<file path="src/rtl/led_sequencer.sv">
// Start/pause/stop sequencer driving the four board LEDs with selectable patterns.
// Optional LED_PWM_EN adds a DUTY input that dims the LEDs with a 16-step PWM.
module led_sequencer #(
    parameter int STEP_DIV = 1500000,
    parameter int CNT_W    = 8
) (
    input  logic             CLK,
    input  logic             RST_N,
    input  logic             START,
    input  logic             STOP,
    input  logic [1:0]       MODE_SEL,
`ifdef LED_PWM_EN
    input  logic [3:0]       DUTY,
`endif
    output logic             LED0,
    output logic             LED1,
    output logic             LED2,
    output logic             LED3,
    output logic             BUSY,
    output logic             STEP_TICK,
    output logic [CNT_W-1:0] STEP_CNT
);

    typedef enum logic [1:0] {IDLE, RUN, PAUSE} state_t;

    localparam logic [23:0] PRESC_LAST = 24'(STEP_DIV - 1);

    state_t      state, state_nxt;
    logic [1:0]  mode;
    logic [3:0]  pattern, pat_step;
    logic        dir_down, dir_step;
    logic [23:0] presc;
    logic        step;

    always_ff @(posedge CLK or negedge RST_N) begin
        if (!RST_N) state <= IDLE;
        else        state <= state_nxt;
    end

    // STOP is tested first everywhere so it wins over a simultaneous START.
    always_comb begin
        state_nxt = state;
        step      = 1'b0;
        case (state)
            IDLE:    if (START && !STOP) state_nxt = RUN;
            RUN:     if (STOP) state_nxt = PAUSE;
                     else if (presc == PRESC_LAST) step = 1'b1;
            PAUSE:   if (STOP) state_nxt = IDLE;
                     else if (START) state_nxt = RUN;
            default: state_nxt = IDLE;
        endcase
    end

    always_comb begin
        pat_step = pattern;
        dir_step = dir_down;
        case (mode)
            2'd0: pat_step = pattern + 4'd1;
            2'd1: pat_step = {pattern[2:0], pattern[3]};
            2'd2: begin
                pat_step = dir_down ? (pattern >> 1) : (pattern << 1);
                if (pat_step == 4'b1000)      dir_step = 1'b1;
                else if (pat_step == 4'b0001) dir_step = 1'b0;
            end
            default: pat_step = ~pattern;
        endcase
    end

    always_ff @(posedge CLK or negedge RST_N) begin
        if (!RST_N) begin
            mode      <= 2'd0;
            pattern   <= 4'b0000;
            dir_down  <= 1'b0;
            presc     <= 24'd0;
            STEP_CNT  <= '0;
            STEP_TICK <= 1'b0;
            BUSY      <= 1'b0;
        end else begin
            STEP_TICK <= step;
            BUSY      <= (state_nxt != IDLE);
            if (state == IDLE && state_nxt == RUN) begin
                mode     <= MODE_SEL;
                presc    <= 24'd0;
                STEP_CNT <= '0;
                dir_down <= 1'b0;
                case (MODE_SEL)
                    2'd0:    pattern <= 4'b0000;
                    2'd3:    pattern <= 4'b1111;
                    default: pattern <= 4'b0001;
                endcase
            end else if (state == PAUSE && state_nxt == IDLE) begin
                pattern  <= 4'b0000;
                presc    <= 24'd0;
                STEP_CNT <= '0;
                dir_down <= 1'b0;
            end else if (state == RUN && state_nxt == RUN) begin
                // Prescaler only advances on RUN->RUN cycles, so a pause/resume
                // neither loses nor duplicates a step.
                if (step) begin
                    presc    <= 24'd0;
                    pattern  <= pat_step;
                    dir_down <= dir_step;
                    STEP_CNT <= STEP_CNT + 1'b1;
                end else begin
                    presc <= presc + 24'd1;
                end
            end
        end
    end

`ifdef LED_PWM_EN
    logic [3:0] pwm;
    logic [3:0] led_q;

    always_ff @(posedge CLK or negedge RST_N) begin
        if (!RST_N) begin
            pwm   <= 4'd0;
            led_q <= 4'b0000;
        end else begin
            pwm   <= pwm + 4'd1;
            led_q <= pattern & {4{pwm < DUTY}};
        end
    end

    assign {LED0, LED1, LED2, LED3} = led_q;
`else
    assign {LED0, LED1, LED2, LED3} = pattern;
`endif

endmodule

</file>
<file path="config.mk">
export PLATFORM = sky130hd
export DESIGN_NAME = led_sequencer
export DESIGN_NICKNAME = d
export VERILOG_FILES = /design/src/rtl/led_sequencer.sv
export SDC_FILE = /design/constraint.sdc
export NUM_CORES = 1
export LEC_CHECK = 0
export ABC_AREA = 1
export CAP_MARGIN = 25
export CORE_MARGIN = 2
export CORE_UTILIZATION = 37
export DETAILED_ROUTE_END_ITERATION = 10
export DONT_BUFFER_PORTS = 1
export SLEW_MARGIN = 20
export SYNTH_ARGS = -nofsm -noshare
export SYNTH_HDL_FRONTEND = slang
export SYNTH_SLANG_ARGS = --single-unit
</file>
<file path="constraint.sdc">
create_clock -name CLK -period 4.5 [get_ports CLK]
set_clock_uncertainty 0.15 [all_clocks]
set_input_delay 0.225 -clock CLK [delete_from_list [all_inputs] [get_ports CLK]]
set_output_delay 0.225 -clock CLK [all_outputs]
set_load 0.05 [all_outputs]
</file>
* Word level (Yosys, flattened, before mapping)
Cells that the tools add are included.
Word-level totals: flip-flop bits (word level) 43, input bits 6, logic and storage cells 67
Cells by class: $add $sub $neg 3, equality and inequality tests 9, multiplexer cells 30, bitwise operators 1, reductions and logical operators 16
Operator list (count):
- 24-bit two-way mux | 4
- 8-bit two-way mux | 4
- 24-bit by 1-bit adder with 24-bit output, second input constant | 1
- 24-bit by 21-bit == test with 1-bit output, second input constant | 1
- 4-bit two-way mux | 5
- 4-bit case mux with 3 select lines | 1
- 1-bit two-way mux | 10
- 3-bit nonzero test | 3
- 8-bit by 1-bit adder with 8-bit output, second input constant | 1
- 2-bit logical NOT | 4
- 2-bit two-way mux | 4
- 4-bit case mux with 2 select lines | 1
- 2-bit by 1-bit == test with 1-bit output, second input constant | 3
- 2-bit == test, second input constant | 3
- 2-bit case mux with 3 select lines | 1
- 4-bit by 1-bit adder with 4-bit output, second input constant | 1
- 4-bit by 1-bit == test with 1-bit output, second input constant | 1
- 4-bit == test, second input constant | 1
- 1-bit logical AND | 4
- 4-bit NOT | 1
- 4-bit AND reduction | 1
- 4-bit nonzero test | 1
- 2-bit AND reduction | 1
- 2-bit nonzero test | 1
- 1-bit logical NOT | 1

* Depth between registers and ports, before layout
word-level depth 9, mapped depth 12, depth with buffers taken out 12

* Worst setup path before layout
OpenSTA, ideal clock, no wires.
kind register -> register, from register STEP_CNT[1], to register STEP_CNT[6], setup time 128 ps, arrival 1525 ps, path slack 2697 ps, cell stages (with the launch flop) 8, cells stage by stage dfrtp_1 -> ha_1 -> nand2_1 -> nor3_1 -> xor2_1 -> nor3_1 -> nand2_1 -> o21ai_0
On the way: longest elaborated chain between the ends 5
RTL lines:
- from (decl) | line 21 | output logic [CNT_W-1:0] STEP_CNT
- from (signal assigned) | line 103 | STEP_CNT <= STEP_CNT + 1'b1;
- 8-bit by 1-bit adder with 8-bit output | line 103
- 8-bit two-way mux | line 99 | if (step) begin
- 8-bit two-way mux | line 96 | end else if (state == RUN && state_nxt == RUN) begin
- 8-bit two-way mux | line 91 | end else if (state == PAUSE && state_nxt == IDLE) begin
- 8-bit two-way mux | line 81 | if (state == IDLE && state_nxt == RUN) begin
No other way between the ends. The select of a mux whose other input is x is not followed. A chain may end at the register's enable or synchronous reset.

* Final worst setup path
Ends and elaborated chain as after synthesis.

==> results.json <==
{
  "outcome": "completed",
  "slew_violations": 0,
  "dr.pass1.iters": 4,
  "crit_type": "flop to flop",
  "synthMuxAreaShare_pct": 0,
  "p_per_area_nw_per_um2": 371,
  "synth_compound_area_share_pct": 10.7,
  "synth_common_cells": "nand2_1, inv_1, dfrtp_1",
  "syn_inst": 371,
  "placed_area_sq_um": 2740,
  "hold_path.class": "primary input to flop",
  "postCtsResizedCells": 0,
  "coreArea_sq_um": 6910,
  "h-tree-depth": 2,
  "grt_overflow": 0,
  "avgSynthCellArea_sq_um": 7.20,
  "final_area_sq_um": 2920,
  "hold_path_depth": 3,
  "wire_per_inst_um": 13.5,
  "synth.area.top_cells": "dfrtp_1, nand2_1, inv_1",
  "period_share_pct": 43.8,
  "tns_ps": 0,
  "crit_required_ps": 4530,
  "critPathArrivalTime_ps": 2000,
  "synth.most_common_cell": "nand2_1",
  "leakage_uw": 0.00142,
  "vias": 2388,
  "synth_cell_types": 31,
  "synthAdderAreaFrac_pct": 1.41,
  "die-area_sq_um": 7910,
  "synth_nets": 380,
  "vdd.ir_drop.worst_v": 0.000162,
  "root_buffer": "clkbuf_8",
  "cts_tree": "yes",
  "yosysTopAreaCell": "dfrtp_1",
  "crit_path_end_kind": "flop",
  "drv_cap": 0,
  "totalWireLength_mm": 6.39,
  "synth-simple-area-share_pct": 36.1,
  "grt_antenna_before_repair": 0,
  "cts_buffer_depth": 2,
  "startpoint_type": "flop",
  "grt_max_degree": 44,
  "drive_gt1_share_pct": 9.52,
  "crit_path_max_fanout": 4,
  "worstRegToRegCells": 7,
  "hpwlAfterDp_mm": 4.62,
  "drc": 0,
  "hold_buffers": 5,
  "synthFlopType": "dfrtp_1",
  "async_reset_ff_share_pct": 100,
  "die_y_um": 89.0,
  "r2r_setup_slack_ps": 2530,
  "ant_nets": 0,
  "io_buffers": 0,
  "layout.nets": 387,
  "synth_xor_area_share_pct": 1.64,
  "drtIter0Drc": 199,
  "finalHoldViolations": 0,
  "grt_pass1_vias": 2313,
  "grt_pass1_wl_mm": 11.1,
  "synth_top_area_share_pct": 40.3,
  "max_clock_freq_mhz": 508,
  "clkLatencyLatePin_ps": 300,
  "start_util_pct": 38.7,
  "postCtsSetupBuffers": 0,
  "rows": 30,
  "synth_edf_count": 0,
  "synth_seq_cells": 43,
  "yosys_warnings": 0,
  "numCtsBuffers": 5,
  "die_w_um": 89.0,
  "tightest_slew_ps": 693,
  "io_pins": 20,
  "antenna_cells": 0,
  "synth-seq-area-share_pct": 40.3,
  "netlist_area_sq_um": 2670,
  "rsz0062_at_grt": "false",
  "slew_headroom_pct": 53.8,
  "cts_sinks": 43,
  "cts.reportedPaths.clkPinSlew_ps": 80,
  "finalSetupViolCount": 0,
  "routed_via_density": 5.04,
  "area_growth_pct": 9.18,
  "fin_crit_ps": 1970,
  "synth_top_family_by_area": "simple AND/OR/NAND/NOR gates",
  "grtUsageTotal_pct": 18.2,
  "gp_congestion": 0.914
}
==> per-layer routing <==
layer  vias up  part of all wire [%]  wire [um]  GRT usage [%]
li1       1217                     -          -              -
met1      1109                    49       3120           24.5
met2        55                    45       2900           29.4
met3         7                   4.3        273           3.79
met4         0                   1.5         98           5.97
met5         -                     0          0              0
==> metrics by stage <==
| step | power [uW] | utilization [%] | hold slack [ps] | setup slack, ps | cells |
|---|---|---|---|---|---|
| finish | 1080 | 42.2 | 21.5 | 2530 | 474 |
| CTS | 1090 | 42.2 | 14.0 | 2530 | 474 |
| global route | 1150 | 42.2 | 54.8 | 2390 | 474 |
| floorplan | 737 | - | -221 | 2700 | 371 |
| global placement | 779 | 39.7 | -219 | 2580 | 462 |
| detailed placement | 780 | 39.7 | -218 | 2540 | 462 |
==> worst max-delay path, cell delays in order, from the launching register on <==
cell     delay (ps)
dfrtp_1         690
ha_1            300
nand2_1         100
nor3_1          240
xor2_1          170
nor3_1           70
nand2_1          60
o21ai_0          80
==> power by group <==
part / internal, uW / total (uW) / leakage (uW) / switching [uW]
Clock: 162 / 296 / 0.0000502 / 134
Sequential: 421 / 574 / 0.000586 / 153
Combinational: 75.8 / 212 / 0.000783 / 136
Total: 659 / 1080 / 0.00142 / 423
==> flip-flops by register name, indices dropped and copies added, names as in the netlist <==
name       flops
BUSY           1
STEP_CNT       8
STEP_TICK      1
dir_down       1
mode           2
pattern        4
presc         24
state          2
==> area by class of cell <==
cell class | count | area (sq um)
Inverter | 57 | 214
Fill cell | 724 | 3990
Clock inverter | 2 | 37.5
Timing Repair Buffer | 5 | 67.6
Clock buffer | 5 | 68.8
Multi-Input combinational cell | 266 | 1330
Tap cell | 96 | 120
Sequential cell | 43 | 1080
==> logic make-up after synthesis <==
logic type	after synthesis
flip-flops	43
buffers and inverters	62
XOR/XNOR	5
adder cells (fa/ha/maj)	3
AO/OA/AOI/OAI	52
AND/OR/NAND/NOR	206
==> cell usage in the layout, fill, tap and decap left out, types with 5 or more instances in the layout <==
master / instances
clkbuf_8: 5
nor2_1: 32
nand3_1: 23
nand4_1: 12
o21ai_0: 24
nand2_1: 97
a21oi_1: 19
inv_1: 52
dfrtp_1: 43
nor3_1: 21
inv_2: 5
==> final timing paths <==
kind | startpoint | end
worst max-delay path | STEP_CNT[1] | STEP_CNT[6]
worst min-delay path | STOP | state[1]
worst max register to register | STEP_CNT[1] | STEP_CNT[6]
worst min register to register | presc[4] | presc[4]
max in group asynchronous | RST_N | pattern[0]
min in group asynchronous | RST_N | presc[7]
Note: power is estimated with default switching activity, not from simulation.
